<file path="src/rtl/param_rr_scheduler.sv">
// rtl/param_rr_scheduler.sv - round-robin arbiter sharing one fixed-latency hold register stage
module param_rr_scheduler #(
  parameter int WIDTH   = 8,
  parameter int NREQ    = 4,
  parameter int LATENCY = 3,
  parameter int IDW     = $clog2(NREQ)
) (
  input  logic                  Clk,
  input  logic                  Rst,
  input  logic [NREQ-1:0]       Req,
  input  logic [NREQ*WIDTH-1:0] D,
  output logic [NREQ-1:0]       Gnt,
  output logic                  Busy,
  output logic [WIDTH-1:0]      Q,
  output logic                  QValid,
  output logic [IDW-1:0]        QId
);

  localparam int CW = (LATENCY > 1) ? $clog2(LATENCY) : 1;

  if (NREQ < 2) begin : g_bad_nreq
    $error("param_rr_scheduler: NREQ must be >= 2");
  end
  if (LATENCY < 1) begin : g_bad_latency
    $error("param_rr_scheduler: LATENCY must be >= 1");
  end

  typedef enum logic {IDLE, BUSY} state_e;

  state_e           state_q, state_d;
  logic [CW-1:0]    cnt_q, cnt_d;
  logic [IDW-1:0]   ptr_q, ptr_d;
  logic [IDW-1:0]   win_q, win_d;
  logic [IDW-1:0]   qid_q, qid_d;
  logic [WIDTH-1:0] hold_q, hold_d;
  logic [WIDTH-1:0] q_q, q_d;
  logic [NREQ-1:0]  gnt_q, gnt_d;
  logic             qvalid_q, qvalid_d;

  logic [IDW-1:0]   pick;
  logic [IDW-1:0]   cand;
  logic             found;

  // Circular priority search starting at the pointer; first hit wins.
  always_comb begin
    pick  = '0;
    cand  = '0;
    found = 1'b0;
    for (int i = 0; i < NREQ; i++) begin
      cand = IDW'((int'(ptr_q) + i) % NREQ);
      if (!found && Req[cand]) begin
        pick  = cand;
        found = 1'b1;
      end
    end
  end

  always_comb begin
    state_d  = state_q;
    cnt_d    = cnt_q;
    ptr_d    = ptr_q;
    win_d    = win_q;
    hold_d   = hold_q;
    gnt_d    = gnt_q;
    q_d      = q_q;
    qid_d    = qid_q;
    qvalid_d = 1'b0;
    unique case (state_q)
      IDLE: begin
        if (found) begin
          state_d = BUSY;
          win_d   = pick;
          hold_d  = D[int'(pick)*WIDTH +: WIDTH];
          gnt_d   = {{(NREQ-1){1'b0}}, 1'b1} << pick;
          cnt_d   = CW'(LATENCY - 1);
          ptr_d   = (pick == IDW'(NREQ - 1)) ? '0 : pick + 1'b1;
        end
      end
      BUSY: begin
        if (cnt_q != '0) begin
          cnt_d = cnt_q - 1'b1;
        end else begin
          q_d      = hold_q;
          qid_d    = win_q;
          qvalid_d = 1'b1;
          gnt_d    = '0;
          state_d  = IDLE;
        end
      end
      default: state_d = IDLE;
    endcase
  end

  always_ff @(posedge Clk or posedge Rst) begin
    if (Rst) begin
      state_q  <= IDLE;
      cnt_q    <= '0;
      ptr_q    <= '0;
      win_q    <= '0;
      hold_q   <= '0;
      gnt_q    <= '0;
      q_q      <= '0;
      qid_q    <= '0;
      qvalid_q <= 1'b0;
    end else begin
      state_q  <= state_d;
      cnt_q    <= cnt_d;
      ptr_q    <= ptr_d;
      win_q    <= win_d;
      hold_q   <= hold_d;
      gnt_q    <= gnt_d;
      q_q      <= q_d;
      qid_q    <= qid_d;
      qvalid_q <= qvalid_d;
    end
  end

  assign Gnt    = gnt_q;
  assign Busy   = (state_q == BUSY);
  assign Q      = q_q;
  assign QValid = qvalid_q;
  assign QId    = qid_q;

endmodule
</file>
<file path="config.mk">
export PLATFORM = sky130hd
export DESIGN_NAME = param_rr_scheduler
export DESIGN_NICKNAME = d
export VERILOG_FILES = /design/src/rtl/param_rr_scheduler.sv
export SDC_FILE = /design/constraint.sdc
export NUM_CORES = 1
export LEC_CHECK = 0
export CORE_MARGIN = 4
export CORE_UTILIZATION = 45
export CTS_BUF_LIST = sky130_fd_sc_hd__clkbuf_8
export DETAILED_ROUTE_END_ITERATION = 8
export PLACE_DENSITY = 0.86
export SKIP_CTS_REPAIR_TIMING = 1
export SKIP_LAST_GASP = 1
export SYNTH_ARGS = -nofsm -noshare
export SYNTH_HDL_FRONTEND = slang
export SYNTH_SLANG_ARGS = --single-unit
</file>
<file path="constraint.sdc">
create_clock -name Clk -period 1.9 [get_ports Clk]
set_input_delay 0.38 -clock Clk [delete_from_list [all_inputs] [get_ports Clk]]
set_output_delay 0.38 -clock Clk [all_outputs]
set_load 0.005 [all_outputs]
</file>
* Yosys cells after proc, flatten, opt, wreduce, memory -nomap -nowiden
Cells that the tools add are included.
** Operators by class
- Bitwise gates (word level) :: 2
- Add/subtract/negate cells :: 5
- Reduce and logical (&&, ||, !) cells :: 11
- Order comparisons :: 4
- Shift operators :: 2
- Equality and inequality tests :: 4
- Muxes and demuxes :: 28
** Operators by type and width (count)
- 32-bit by 6-bit variable part select with 8-bit output :: 1
- 2-bit two-way mux :: 7
- 2-bit by 3-bit < comparator with 1-bit output, second input constant :: 4
- 1-bit two-way mux :: 12
- 1-bit binary-select mux with 2-bit select :: 4
- 4-bit two-way mux :: 2
- 4-bit case mux with 2 select lines :: 1
- 2-bit AND reduction :: 4
- 2-bit by 1-bit adder with 2-bit output, second input constant :: 2
- 2-bit adder, second input constant :: 2
- 2-bit != test, second input constant :: 2
- 2-bit case mux with 2 select lines :: 1
- 1-bit by 2-bit left shift with 4-bit output, first input constant :: 1
- 1-bit logical AND :: 3
- 1-bit logical NOT :: 3
- 2-bit equality test, second input constant :: 1
- 2-bit by 1-bit != test with 1-bit output, second input constant :: 1
- 1-bit NOT :: 2
- 1-bit case mux with 2 select lines :: 1
- 2-bit nonzero test :: 1
- 2-bit by 1-bit subtractor with 2-bit output, second input constant :: 1
** Word-level totals
- Register bits :: 30
- Bits of input ports :: 38

* Longest topological paths before layout
- Word-level depth :: 15
- Mapped depth :: 6
- Depth with buffers taken out :: 6

* Least setup slack after synthesis
No wires, ideal clock.
- Kind :: register to register
- Start :: register ptr_q[1]
- End :: register hold_q[1]
- Arrival time :: 1.640 ns
- Data required time :: 1.774 ns
- Slack :: 0.134 ns
- Buffers on the path :: 0
- Period minus slack after synthesis :: 1.766 ns
- Cell stages (with the launch flop) :: 6
- Path through :: dfrtp_1 -> mux2i_2 -> o2bb2ai_4 -> nor2_8 -> mux2_4 -> a221o_1
** On the way
- Cells in the longest elaborated chain, start to end :: 13
- Elaborated cells on any way between the ends :: 27
- Those cells by class :: 3 x add/sub; 1 x shift; 16 x mux; 7 x reduce/logical
** Ends and longest elaborated chain
- start, declared :: line 32 : logic [IDW-1:0] ptr_q, ptr_d;
- start signal, assigned :: line 108 : ptr_q <= ptr_d;
- parallel branches: the longest is 13 deep, another holds 2-bit by 1-bit adder with 2-bit output
- end signal, assigned :: line 110 : hold_q <= hold_d;
- end, declared :: line 35 : logic [WIDTH-1:0] hold_q, hold_d;
Parallel ways; which one is timed is not known. The select of a mux whose other input is x is not followed.
A chain may end at the register's enable or synchronous reset.

* Worst setup path in the final report
- Start :: input port Req[0]
- End :: register hold_q[0]
** On the way
- Cells in the longest elaborated chain, start to end :: 13
- Elaborated cells on any way between the ends :: 24
- Those cells by class :: 1 x shift; 16 x mux; 7 x reduce/logical
** Ends and longest elaborated chain
- start, declared :: line 10 : input logic [NREQ-1:0] Req,
- 1-bit binary-select mux with 2-bit select :: line 51 : if (!found && Req[cand]) begin
- 1-bit two-way mux (not written as such) :: line 51
- 1-bit two-way mux :: line 51
- 1-bit logical NOT :: line 51
- 1-bit logical AND :: line 51
- 1-bit two-way mux :: line 51
- 1-bit logical NOT :: line 51
- 1-bit logical AND :: line 51
- 1-bit two-way mux :: line 51
- 1-bit logical NOT :: line 51
- 1-bit logical AND :: line 51
- 2-bit two-way mux / 1-bit two-way mux (equally long branches) :: line 51
- 32-bit by 6-bit variable part select with 8-bit output / 2-bit AND reduction (equally long branches)
Several ways; a longest one is shown, not always the timed one. The select of a mux whose other input is x is not followed.

==> summary.md <==
| Metric | Value |
|---|---|
| Mapped Cells | `132` |
| Most common library cells after synthesis | `dfrtp_1, nand3_1, o21ai_0` |
| Endpoints failing hold | `0` |
| Kind of critical path | `primary input to register` |
| # Max-Cap Violations | `0` |
| Worst Skew | `0.00309 ns` |
| WL per Instance | `17.3 µm` |
| Final Max Slew Viols | `0` |
| Initial Utilization | `48.7%` |
| Setup violations, final | `0` |
| Fin area | `2380 µm²` |
| Seq/Total Area, Yosys | `48.9%` |
| Num Clock Sinks | `30` |
| Tcrit/Tclk final | `96.7%` |
| Most common cell in the netlist | `dfrtp_1` |
| Pin count of the biggest net entering global routing | `31` |
| Yosys reg bits | `30` |
| Placeable Area | `3150 µm²` |
| Final cell count without fillers | `253` |
| Leak | `1.08 nW` |
| Sw power | `1.22 mW` |
| Worst min path class | `primary input to async pin` |
| Detailed-route DRC error count | `0` |
| Clock buffer depth | `2` |
| VDD IR max | `0.000585 V` |
| Root buffer cell | `clkbuf_8` |
| Sw frac | `35.0%` |
| DPL Wire Length | `3.25 mm` |
| Die H | `66.4 µm` |
| Initial antenna violation count | `0` |
| Final GP Congestion | `0.810` |
| Die area | `4410 µm²` |
| Synth Warn # | `0` |
| Vias per Instance | `5.50` |
| CP max FO | `9` |
| Mapped cell area | `1540 µm²` |
| Number of H-tree levels | `2` |
| Via total after detailed routing | `1391` |
| CTS tree | `done` |
| Die X | `66.4 µm` |
| DR pass1 iterations | `6` |
| Asr flop ratio synth | `100%` |
| FF-to-FF setup slack | `0.08 ns` |
| Post-DRT Antenna Nets | `0` |
| Layout cells sized above 1 | `24.9%` |
| Post-synthesis area per instance | `11.6 µm²` |
| CP Capture Type | `register` |
| All-Layer GR Usage | `21.9%` |
| Crit path launch type | `primary input` |
| Total CTS buffers | `5` |
| Clk_lat worst skew | `0.28 ns` |
| Dpl cells | `244` |
| Top cell type's share of synthesized area | `48.9%` |
| Combinational share of power | `51.1%` |
| Initial DRC Count | `110` |
| Core Rows | `20` |
| Global-route wire length before repair | `7.11 mm` |
| Fmax | `544 MHz` |
| Syn-to-layout area delta | `55.1%` |
| Syn_nets | `172` |
| Clock slew at reported path FFs | `0.06 ns` |
| Boundary Pins | `54` |
| Cell variety after synth | `26` |
| Top FF cell, synth | `dfrtp_1` |
| Worst Tran Pin Value | `0.556 ns` |
| GR Overflow Total | `0` |
| PD cells | `1460 nW/µm²` |
| Area contributors post-synth | `dfrtp_1, mux2_4, mux2_2` |
| Layout Nets | `248` |
| Internal Power | `2.26 mW` |
| DP Area | `2250 µm²` |
| Arrival time worst endpoint | `2.05 ns` |
| Slew margin rel. | `62.8%` |
| Clock power share | `15.2%` |
| ANT cells | `0` |
| Filler instances | `222` |
| Critical Path RT | `2.12 ns` |
| Port buffer count | `53` |
| Vias in the first global route | `1487` |
| Status | `finished, final reports clean` |
| Min cycle time layout | `1.84 ns` |
| EDFF count, synth | `0` |
| Sequential power share | `33.7%` |
| Largest area contributor in the netlist | `dfrtp_1` |
| DRT Wirelength | `4.38 mm` |
| Final Util | `75.5%` |
==> routing by layer <==
layer	share of wire (%)	routed length, µm	track usage, %
met5	0	0	0
met4	1.4	62	7.36
met3	5.5	241	5.27
met2	51	2240	37.2
met1	42	1840	27.0
==> cell type report <==
class	instances	area, µm²	share of cell area, %
Multi-Input combinational cell	96	785	32.9
Clock inverter	2	8.76	0.368
Clock buffer	6	82.6	3.47
Inverter	4	15.0	0.631
Timing Repair Buffer	71	683	28.7
Sequential cell	30	752	31.6
Tap cell	44	55.1	2.31
==> layout by cell type, fill, tap and decap left out, types with 2 or more instances in the layout <==
cell type / Yosys / final
inv_1: 4 / 5
mux2_4: 8 / 8
a221o_1: 8 / 8
mux2_2: 10 / 10
nand2b_1: 3 / 3
clkbuf_8: 0 / 6
nor2_1: 6 / 5
ha_1: 2 / 2
buf_4: 0 / 17
nand3_1: 12 / 12
dfrtp_1: 30 / 29
o21ai_1: 1 / 2
clkdlybuf4s50_1: 0 / 51
a21o_1: 5 / 5
a21oi_1: 9 / 9
dlymetal6s2s_1: 0 / 2
nand2_1: 9 / 9
o21ai_0: 12 / 11
==> power by group through the flow <==
| stage | Sequential [mW] | Clock [mW] | Combinational (mW) |
|---|---|---|---|
| after floorplan | 1.13 | 0 | 0.952 |
| after global placement | 1.14 | 0 | 1.63 |
| after detailed placement | 1.17 | 0 | 1.73 |
| after CTS | 1.15 | 0.535 | 1.73 |
| after global routing | 1.21 | 0.579 | 1.93 |
| final | 1.17 | 0.529 | 1.78 |
==> final timing paths <==
check                                         to                 start  cells after the start
max in group asynchronous   ptr_q[1]$_DFFE_PP0P_                   Rst                      3
max                        hold_q[0]$_DFFE_PP0P_                Req[0]                      8
min reg2reg                 win_q[1]$_DFFE_PP0P_  win_q[1]$_DFFE_PP0P_                      1
min in group Clk            win_q[1]$_DFFE_PP0P_  win_q[1]$_DFFE_PP0P_                      1
max reg2reg                hold_q[0]$_DFFE_PP0P_  ptr_q[1]$_DFFE_PP0P_                      6
min                             Q[2]$_DFFE_PP0P_                   Rst                      3
==> worst max-delay path: stages <==
cell and delay, ns:
clkdlybuf4s50_1 0.56, nor2_1 0.09, buf_4 0.14, a21oi_1 0.18, o21ai_1 0.12, buf_4 0.18, a21oi_1 0.22, a221o_1 0.17
==> through the flow <==
stage               total power [mW]  hold WS (ns)  setup slack (ns)   TNS [ns]
detailed placement              2.89         0.477            -0.333      -3.66
CTS                             3.42         0.484           -0.0405     -0.160
global route                    3.71         0.502         -0.000591  -0.000591
floorplan                       2.08         0.446             0.134          0
global placement                2.77         0.458            -0.262      -2.69
finish                          3.48         0.477            0.0628          0
==> logic make-up after synthesis <==
family,Yosys count,share of synthesized area (%)
and+or+nand+nor,33,11.2
adders and majority gates,2,1.63
AOI/OAI and AO/OA,41,20.3
DFF,30,48.9
muxes,19,16.1
buffers and inverters,7,1.87
==> flip-flops by register name, indices dropped and copies added (netlist names) <==
register / flops
Busy: 1
Gnt: 4
Q: 8
QId: 2
QValid: 1
cnt_q: 2
hold_q: 8
ptr_q: 2
win_q: 2
(Power assumes the default switching activity.)
